--- src/rtl/cpu_ctrl_pkg.sv ---
// Shared definitions for the hardwired control unit: opcodes, FSM state
// encodings, instruction field positions and the bundled control word.
package cpu_ctrl_pkg;

    // Instruction register field positions
    localparam int OP_HI = 31;
    localparam int OP_LO = 27;
    localparam int RA_HI = 26;
    localparam int RA_LO = 23;
    localparam int RB_HI = 22;
    localparam int RB_LO = 19;
    localparam int RC_HI = 18;
    localparam int RC_LO = 15;

    localparam logic [4:0] OPC_ADD  = 5'b00011;
    localparam logic [4:0] OPC_SUB  = 5'b00100;
    localparam logic [4:0] OPC_AND  = 5'b00101;
    localparam logic [4:0] OPC_OR   = 5'b00110;
    localparam logic [4:0] OPC_ROR  = 5'b00111;
    localparam logic [4:0] OPC_ROL  = 5'b01000;
    localparam logic [4:0] OPC_SHR  = 5'b01001;
    localparam logic [4:0] OPC_SHRA = 5'b01010;
    localparam logic [4:0] OPC_SHL  = 5'b01011;
    localparam logic [4:0] OPC_NEG  = 5'b10001;
    localparam logic [4:0] OPC_NOT  = 5'b10010;
    localparam logic [4:0] OPC_NOP  = 5'b11010;
    localparam logic [4:0] OPC_HALT = 5'b11011;

    typedef enum logic [3:0] {
        ST_RST  = 4'd0,
        ST_T0   = 4'd1,
        ST_T1   = 4'd2,
        ST_T2   = 4'd3,
        ST_T3   = 4'd4,
        ST_T4   = 4'd5,
        ST_T5   = 4'd6,
        ST_HALT = 4'd7
    } state_t;

    typedef struct packed {
        logic       pc_out;
        logic       zlow_out;
        logic       mdr_out;
        logic       mar_in;
        logic       z_in;
        logic       pc_in;
        logic       mdr_in;
        logic       ir_in;
        logic       y_in;
        logic       inc_pc;
        logic       read;
        logic       gra;
        logic       grb;
        logic       grc;
        logic       r_in;
        logic       r_out;
        logic       ba_out;
        logic [4:0] operation;
    } ctrl_t;

endpackage

--- src/rtl/control_decode.sv ---
// Combinational opcode classifier. Anything that is not ALU3, UNARY or HALT
// falls into the NOP class, so unknown opcodes execute as a no-op.
module control_decode
    import cpu_ctrl_pkg::*;
(
    input  logic [4:0] opcode,
    output logic       is_alu3,
    output logic       is_unary,
    output logic       is_nop,
    output logic       is_halt
);

    always_comb begin
        is_alu3  = 1'b0;
        is_unary = 1'b0;
        is_halt  = 1'b0;
        case (opcode)
            OPC_ADD, OPC_SUB, OPC_AND, OPC_OR, OPC_ROR,
            OPC_ROL, OPC_SHR, OPC_SHRA, OPC_SHL: is_alu3  = 1'b1;
            OPC_NEG, OPC_NOT:                    is_unary = 1'b1;
            OPC_HALT:                            is_halt  = 1'b1;
            default: ;
        endcase
        is_nop = !(is_alu3 || is_unary || is_halt);
    end

endmodule

--- src/rtl/control_sequencer.sv ---
// Hardwired fetch/execute sequencer. State is registered; all controls are
// decoded combinationally from the state and the opcode field of IR.
module control_sequencer
    import cpu_ctrl_pkg::*;
#(
    parameter int IR_W  = 32,
    parameter int OPC_W = 5
) (
    input  logic             Clock,
    input  logic             Reset,
    input  logic [IR_W-1:0]  IR,
    input  logic             Stop,
    output logic             PCout,
    output logic             ZLowout,
    output logic             MDRout,
    output logic             MARin,
    output logic             Zin,
    output logic             PCin,
    output logic             MDRin,
    output logic             IRin,
    output logic             Yin,
    output logic             IncPC,
    output logic             Read,
    output logic             GRA,
    output logic             GRB,
    output logic             GRC,
    output logic             Rin,
    output logic             Rout,
    output logic             BAout,
    output logic [OPC_W-1:0] operation,
    output logic             Run,
    output logic [3:0]       dbg_state
);

    state_t     state;
    logic       stop_pend;
    logic       stop_now;
    logic [4:0] opcode;
    logic       is_alu3;
    logic       is_unary;
    logic       is_nop;
    logic       is_halt;
    ctrl_t      ctrl;
    logic       ir_unused;

    assign opcode    = IR[OP_HI:OP_LO];
    assign ir_unused = ^{IR[RA_HI:RA_LO], IR[RB_HI:RB_LO], IR[RC_HI:RC_LO], IR[RC_LO-1:0]};
    assign stop_now  = stop_pend || Stop;

    control_decode u_decode (
        .opcode   (opcode),
        .is_alu3  (is_alu3),
        .is_unary (is_unary),
        .is_nop   (is_nop),
        .is_halt  (is_halt)
    );

    // The last execute state of each instruction diverts to HALT when a stop
    // has been requested at any point during that instruction.
    always_ff @(posedge Clock or posedge Reset) begin
        if (Reset) begin
            state     <= ST_RST;
            stop_pend <= 1'b0;
        end else begin
            if (Stop) begin
                stop_pend <= 1'b1;
            end
            case (state)
                ST_RST: state <= ST_T0;
                ST_T0:  state <= ST_T1;
                ST_T1:  state <= ST_T2;
                ST_T2:  state <= ST_T3;
                ST_T3: begin
                    if (is_halt) begin
                        state <= ST_HALT;
                    end else if (is_nop) begin
                        state <= stop_now ? ST_HALT : ST_T0;
                    end else begin
                        state <= ST_T4;
                    end
                end
                ST_T4: begin
                    if (is_unary) begin
                        state <= stop_now ? ST_HALT : ST_T0;
                    end else begin
                        state <= ST_T5;
                    end
                end
                ST_T5:   state <= stop_now ? ST_HALT : ST_T0;
                ST_HALT: state <= ST_HALT;
                default: state <= ST_RST;
            endcase
        end
    end

    always_comb begin
        ctrl = '0;
        case (state)
            ST_T0: begin
                ctrl.pc_out = 1'b1;
                ctrl.mar_in = 1'b1;
                ctrl.inc_pc = 1'b1;
                ctrl.z_in   = 1'b1;
            end
            ST_T1: begin
                ctrl.zlow_out = 1'b1;
                ctrl.pc_in    = 1'b1;
                ctrl.read     = 1'b1;
                ctrl.mdr_in   = 1'b1;
            end
            ST_T2: begin
                ctrl.mdr_out = 1'b1;
                ctrl.ir_in   = 1'b1;
            end
            ST_T3: begin
                if (is_alu3) begin
                    ctrl.grb   = 1'b1;
                    ctrl.r_out = 1'b1;
                    ctrl.y_in  = 1'b1;
                end else if (is_unary) begin
                    ctrl.grb       = 1'b1;
                    ctrl.r_out     = 1'b1;
                    ctrl.z_in      = 1'b1;
                    ctrl.operation = opcode;
                end
            end
            ST_T4: begin
                if (is_alu3) begin
                    ctrl.grc       = 1'b1;
                    ctrl.r_out     = 1'b1;
                    ctrl.z_in      = 1'b1;
                    ctrl.operation = opcode;
                end else if (is_unary) begin
                    ctrl.zlow_out = 1'b1;
                    ctrl.gra      = 1'b1;
                    ctrl.r_in     = 1'b1;
                end
            end
            ST_T5: begin
                if (is_alu3) begin
                    ctrl.zlow_out = 1'b1;
                    ctrl.gra      = 1'b1;
                    ctrl.r_in     = 1'b1;
                end
            end
            default: ;
        endcase
    end

    assign PCout     = ctrl.pc_out;
    assign ZLowout   = ctrl.zlow_out;
    assign MDRout    = ctrl.mdr_out;
    assign MARin     = ctrl.mar_in;
    assign Zin       = ctrl.z_in;
    assign PCin      = ctrl.pc_in;
    assign MDRin     = ctrl.mdr_in;
    assign IRin      = ctrl.ir_in;
    assign Yin       = ctrl.y_in;
    assign IncPC     = ctrl.inc_pc;
    assign Read      = ctrl.read;
    assign GRA       = ctrl.gra;
    assign GRB       = ctrl.grb;
    assign GRC       = ctrl.grc;
    assign Rin       = ctrl.r_in;
    assign Rout      = ctrl.r_out;
    assign BAout     = ctrl.ba_out;
    assign operation = ctrl.operation;
    assign Run       = (state != ST_RST) && (state != ST_HALT);
    assign dbg_state = state;

endmodule
--- config.mk ---
export PLATFORM = sky130hd
export DESIGN_NAME = control_sequencer
export DESIGN_NICKNAME = d
export VERILOG_FILES = /design/src/rtl/cpu_ctrl_pkg.sv /design/src/rtl/control_decode.sv /design/src/rtl/control_sequencer.sv
export SDC_FILE = /design/constraint.sdc
export NUM_CORES = 1
export LEC_CHECK = 0
export CAP_MARGIN = 10
export CORE_ASPECT_RATIO = 1.1
export CORE_MARGIN = 3
export CORE_UTILIZATION = 29
export CTS_CLUSTER_DIAMETER = 30
export DETAILED_ROUTE_END_ITERATION = 16
export PLACE_DENSITY = 0.91
export SLEW_MARGIN = 40
export SYNTH_ARGS = -nofsm -noshare
export SYNTH_HDL_FRONTEND = slang
export SYNTH_HIERARCHICAL = 1
export SYNTH_SLANG_ARGS = --single-unit
export TNS_END_PERCENT = 50
--- constraint.sdc ---
create_clock -name Clock -period 3.5 [get_ports Clock]
set_input_delay 0.7 -clock Clock [delete_from_list [all_inputs] [get_ports Clock]]
set_output_delay 0.7 -clock Clock [all_outputs]
set_load 0.02 [all_outputs]
# --- Word-level counts from Yosys, hierarchy flattened ---
# Cells that the tools add are included.
word_totals:
  register_bits: 5
  inputBits: 35
  elab_cells: 57
  output_inout_bits: 27
classes:
  n_reduce_logical: 8
  n_eq_ne: 20
  muxes: 27
op_table:
  columns: ["operator", "n"]
  rows:
  - ["$pmux W3 S8", 1]
  - ["$eq A5 B3 Y1 const B", 4]
  - ["$eq A5 B4 Y1 const B", 4]
  - ["$eq A4 B3 Y1 const B", 4]
  - ["$eq A5 B5 Y1 const B", 3]
  - ["$mux W5", 3]
  - ["$mux W1", 13]
  - ["$mux W3", 4]
  - ["$pmux W5 S2", 1]
  - ["$reduce_or A9 Y1", 1]
  - ["$eq A4 B2 Y1 const B", 2]
  - ["$pmux W1 S3", 2]
  - ["$eq A5 B2 Y1 const B", 1]
  - ["$eq A4 B1 Y1 const B", 1]
  - ["$logic_not A4 Y1", 1]
  - ["$ne A4 B3 Y1 const B", 1]
  - ["$pmux W1 S2", 2]
  - ["$reduce_bool A4 Y1", 1]
  - ["$logic_or A1 B1 Y1", 3]
  - ["$mux W2", 1]
  - ["$reduce_or A2 Y1", 1]
  - ["$logic_and A1 B1 Y1", 1]

# --- Longest topological paths before layout ---
depth:
  word_depth: 8
  depth_mapped: 6
  depth_no_buf: 6

# --- By module ---
# Netlist, hierarchy kept.
by_module_without_submodules:
  columns: ["module", "cells_per_inst", "seq_area_each_um2", "instances", "area_each_um2"]
  rows:
  - ["control_sequencer", 59, 100.1, 1, 446.7]
  - ["control_decode", 15, 0.0, 1, 90.1]

# --- Least setup slack after synthesis ---
# Ideal clock, no wire load.
synth_timing:
  path_type: "in2out"
  startpoint: "input port IR[29]"
  endpoint: "output port Rout"
  required_ns: 2.800
  path_slack_ns: 0.711
  path_buffers: 0
  stages: 5
  arrival_time_ns: 2.089
  cell_sequence: "a21o_2 a31oi_1 nor2_1 nor3_1 or2_1"
synth_between:
  word_cells_on_any_way: 19
  cone_classes: "eq/ne (11); mux (6); reduce/logical (2)"
synth_lines:
  columns: ["item", "line_no", "source"]
  rows:
  - ["start: declaration", "control_sequencer.sv:11", "input logic [IR_W-1:0] IR,"]
  - ["$eq A5 B2 Y1, or another cell as far along", "control_decode.sv:17", "case (opcode)"]
  - ["$reduce_or A9 Y1 *", "control_decode.sv:17", null]
  - ["$mux W1 *", "control_decode.sv:17", null]
  - ["via is_alu3", "control_sequencer.sv:39", "logic is_alu3;"]
  - ["$mux W1 (on tied branches)", "control_sequencer.sv:128, control_sequencer.sv:116", null]
  - ["$pmux W1 S2 *", "control_sequencer.sv:98", "case (state)"]
  - ["end: declaration", "control_sequencer.sv:28", "output logic Rout,"]
# The timed path passes the listed nets; every way through them passes the cells marked *.

# --- Worst setup path after layout ---
layout_timing:
  startpoint: "input port IR[27]"
  endpoint: "output port operation[3]"
layout_between:
  elab_chain_len: 6
  word_cells_on_any_way: 19
  cone_classes: "eq/ne (11); mux (6); reduce/logical (2)"
layout_rtl:
  columns: ["item", "line_no", "source"]
  rows:
  - ["$eq A5 B5 Y1", "control_decode.sv:17", null]
  - ["$reduce_or A2 Y1 *", "control_decode.sv:17", null]
  - ["$mux W1 *", "control_decode.sv:17", null]
  - ["via is_unary", "control_sequencer.sv:40", "logic is_unary;"]
  - ["$mux W5 *", "control_sequencer.sv:120", "end else if (is_unary) begin"]
  - ["$mux W5 *", "control_sequencer.sv:116", "if (is_alu3) begin"]
  - ["$pmux W5 S2 *", "control_sequencer.sv:98", null]
  - ["end: declaration", "control_sequencer.sv:30", "output logic [OPC_W-1:0] operation,"]
# Marked as above.

==> run summary <==
The number of nets still failing antenna checks after routing is 0. The logic gate share of total power is 25.0%. The total half-perimeter wirelength after legalization and detailed placement is 1210 um. On the critical path, the stage with the largest delay is an instance of sky130_fd_sc_hd__clkdlybuf4s50_1. The area share of and/or/nand/nor cells after synthesis came out at 41.3%. The library cell used as clock root buffer is sky130_fd_sc_hd__clkbuf_4. The mux share of post-synthesis cell area is 3.73%. After routing the design area is 896 sq um. The minimum clock period after layout came out at 3.34 ns. The leakage power summed over all cells came out at 0.000469 uW. The sequential-to-total area share from yosys stat came out at 18.6%. The count of unresolved DRC violations after routing is 0. The share of the cycle needed by the critical path after routing came out at 95.3%. The biggest cell delay along the critical path came out at 0.48 ns.

The total power density per cell area is 157 nW/um^2. The flow ran to the end, and the final reports show no timing, DRC or antenna violations. Synthesis handed over a netlist of 74 instances. The number of nets in the layout is 144. For the final database, setup skew stands at 0.00743 ns. The count of final setup violators came out at 0. After detailed placement, the design holds a cell count of 121. The final max-slew violation count came out at 0. The total setup buffers inserted after CTS is 0.

The signal on the critical path passes through clkdlybuf4s50_1 -> xnor2_1 -> nor3_1 -> or3b_1 -> a21oi_2 -> and2_1 -> dlygate4sd2_1. The type of the setup path with the least slack is primary input to output port. The relative contribution of sequential cells to total power is 33.0%. The cell area after placement came out at 868 sq um. The number of different library cells in the post-synthesis netlist is 32. The number of buffers and inverters on the critical path came out at 2. Summed over all failing endpoints, the final setup total negative slack is 0 ns.

The adder-cell share of the synthesized area came out at 0%. The post-synthesis average cell area came out at 7.25 sq um. The average detailed-routed wire length per instance is 12.7 um.

Leaving out fill and tap cells, the most frequent cells in the layout are 21 x sky130_fd_sc_hd__clkdlybuf4s50_1, 8 x sky130_fd_sc_hd__buf_4, 7 x sky130_fd_sc_hd__nand2b_1. The clock network latency to the later pin of the worst-skew pair came out at 0.24 ns. The share of total power in the clock network came out at 42.1%.

The setup slack after layout came out at 0.163 ns. The worst setup slack after placement came out at -0.112 ns. The path with the worst hold slack has its endpoint at stop_pend$_DFFE_PP0P_. The clock tree buffer depth is 2.

The maximum number of pins on one net before global-route repair is 19. CTS saw 4 sinks. In the final layout, the share of cells above drive strength 1 is 13.1%. Leaving out fill and tap cells, the most frequent cell in the layout is sky130_fd_sc_hd__clkdlybuf4s50_1. The internal cell power came out at 104 uW. Clock tree synthesis inserted a total of 3 buffers. The cell row count came out at 15. The global placer's final weighted congestion is 0.726. The total inserted antenna cells came out at 0. After synthesis the netlist holds a flip-flop and latch count of 4. The total net switching power is 37.4 uW. The count of final hold-check violations is 0. VDD sags by at most 0.0000808 V. After synthesis, the largest family of logic cells by area is simple AND/OR/NAND/NOR gates.

The clock-pin slew on the worst setup and hold paths came out at 0.04 ns. The worst register-to-register path begins at dbg_state[0]$_DFF_PP0_. Net switching is 26.6% of the power. The detailed-routing iteration count for the pre-antenna-repair pass is 4. For this run, the top clock speed supported by timing is 300 MHz. The signed area change from the synthesized netlist to the final layout is 66.9%. The routed wire length came out at 1570 um. The source of the worst hold timing path is stop_pend$_DFFE_PP0P_.

The via count of the first global-routing pass is 576. Global routing used 13.5% of the available tracks across all layers. The top-level port count is 62. The number of H-tree branching levels is 1. Summing the areas of all xor and xnor instances in the mapped netlist gives 1.63% of the synthesized area. The total congestion overflow is 0. The endpoint arrival time on the critical path came out at 2.64 ns. The vertical die dimension came out at 51.1 um. The path type of the worst min-delay path is register to register. The worst hold path depth came out at 1. The largest fanout on the critical path is 6. The endpoint of the most critical register-to-register path is dbg_state[1]$_DFF_PP0_. The setup check on the worst reg-to-reg path leaves a slack of 2.16 ns. The count of max-cap constraint violations came out at 0.

The Yosys warning count came out at 6. The type of origin of the critical path is a primary input. The number of vias per cell after detailed routing is 5.15. The count of routing violations after the opening detailed-route iteration came out at 12. Setup repair after global routing left no endpoint under its margin. For this configuration, the core starts out at a cell density of 32.5%.

The port buffer count is 32. The required time of the worst setup path is 2.80 ns. Summing every instance area after synthesis gives 537 sq um.

The wire length of the first global-routing pass came out at 2390 um. The number of antenna violations at the first check in global routing came out at 0. The total chip power is 141 uW. The floorplan step set the die width to 47.0 um.

The compound-gate portion of the synthesized area is 17.5%. The area of the die is 2400 sq um. The final instance count without filler cells is 124.

The logic depth of the worst register-to-register path is 3. TritonCTS built the clock tree. STA classifies the critical path endpoint as an output port. The detailed router placed 639 vias in this run.

The region available for standard cell placement spans 1650 sq um. The cell family contributing the most delay on the critical path is buffers and inverters.
power groups by stage:
| stage | Sequential [uW] | Clock, uW | Combinational (uW) |
|---|---|---|---|
| finish | 46.5 | 59.3 | 35.2 |
| global route | 46.5 | 60.4 | 37.9 |
| CTS | 46.5 | 60.6 | 34.6 |
| detailed placement | 47.1 | 0 | 33.9 |
| global placement | 47.1 | 0 | 32.5 |
| floorplan | 47.1 | 0 | 16.1 |
final cells by class:
class	count	area, sq um
flip-flops and latches	4	100
inverters	4	15.0
clock buffers	3	22.5
repair buffers	40	385
multi-input cells	56	352
fillers	148	756
well taps	17	21.3
metrics by stage:
step / hold slack (ns) / util [%]
after floorplan: 0.463 / -
after global placement: 0.501 / 52.6
after detailed placement: 0.529 / 52.6
after CTS: 0.547 / 53.5
after global routing: 0.570 / 54.2
final: 0.547 / 54.2
registers in the layout (all words and copies together) (netlist names):
signal	flops
stop_pend	1
dbg_state	3
cell usage after synthesis:
master                      n  area, sq um
sky130_fd_sc_hd__nor3b_1    2         15.0
sky130_fd_sc_hd__xnor2_1    1         8.76
sky130_fd_sc_hd__a221o_1    1         10.0
sky130_fd_sc_hd__or3b_1     1         8.76
sky130_fd_sc_hd__nor2b_1    1         6.26
sky130_fd_sc_hd__inv_1      4         15.0
sky130_fd_sc_hd__nor2_1     5         18.8
sky130_fd_sc_hd__nand3b_1   1         7.51
sky130_fd_sc_hd__mux2i_1    2         20.0
sky130_fd_sc_hd__or2_1      2         12.5
sky130_fd_sc_hd__and2_1     6         37.5
sky130_fd_sc_hd__clkbuf_1   1         3.75
sky130_fd_sc_hd__o32ai_1    1         8.76
sky130_fd_sc_hd__a22o_1     1         8.76
sky130_fd_sc_hd__nand2b_1   7         43.8
sky130_fd_sc_hd__and3_1     2         12.5
sky130_fd_sc_hd__nor3_1     4         20.0
sky130_fd_sc_hd__o21ai_0    2         10.0
sky130_fd_sc_hd__or2_2      1         6.26
sky130_fd_sc_hd__a21o_2     1         8.76
sky130_fd_sc_hd__dfrtp_1    4          100
sky130_fd_sc_hd__a31oi_1    1         6.26
sky130_fd_sc_hd__a211oi_1   1         7.51
sky130_fd_sc_hd__and3b_1    2         17.5
sky130_fd_sc_hd__buf_2      2         10.0
sky130_fd_sc_hd__a21oi_1    2         10.0
sky130_fd_sc_hd__a2111oi_0  1         8.76
sky130_fd_sc_hd__buf_4      8         60.1
sky130_fd_sc_hd__o22ai_1    1         6.26
sky130_fd_sc_hd__nand2_1    4         15.0
sky130_fd_sc_hd__conb_1     1         3.75
sky130_fd_sc_hd__a21oi_2    1         8.76
what timing repair did:
item                       CTS  global route
hold buffers                 0             0
setup endpoints to repair    6             5
cloned                       0             0
resized for setup            6             5
pin swaps                    0             0
layer usage:
metal | global-route usage [%] | part of all wire, % | vias to the layer above
met5 | 0 | 0 | -
met4 | 6.91 | 0.76 | 0
met3 | 1.06 | 11 | 2
met2 | 25.8 | 53 | 42
met1 | 13.4 | 35 | 282
li1 | - | - | 313
worst reg2reg max path: stages (launching register included):
cell and delay, ns:
sky130_fd_sc_hd__dfrtp_1 0.54, sky130_fd_sc_hd__nand2b_1 0.27, sky130_fd_sc_hd__and3b_1 0.21, sky130_fd_sc_hd__a211oi_1 0.21
worst max-delay path by stage:
stage                       from  slack [ns]           end  cells after the start
after floorplan           IR[29]        0.71          Rout                      5
after global placement    IR[27]       -0.06  operation[3]                      7
after detailed placement  IR[27]       -0.11  operation[3]                      7
after CTS                 IR[27]        0.01           Rin                      8
after global routing      IR[27]        0.03  operation[4]                      7
final                     IR[27]        0.16  operation[3]                      7
cells by family (layout without fill, tap and decap cells):
group                  after synthesis  after routing
XOR/XNOR                             1              1
buffers and inverters               15             47
AO/OA/AOI/OAI                       13             13
other                                1              2
flip-flops                           4              4
AND/OR/NAND/NOR                     38             38
multiplexers                         2              2
Note: power is estimated with default switching activity, not from simulation.
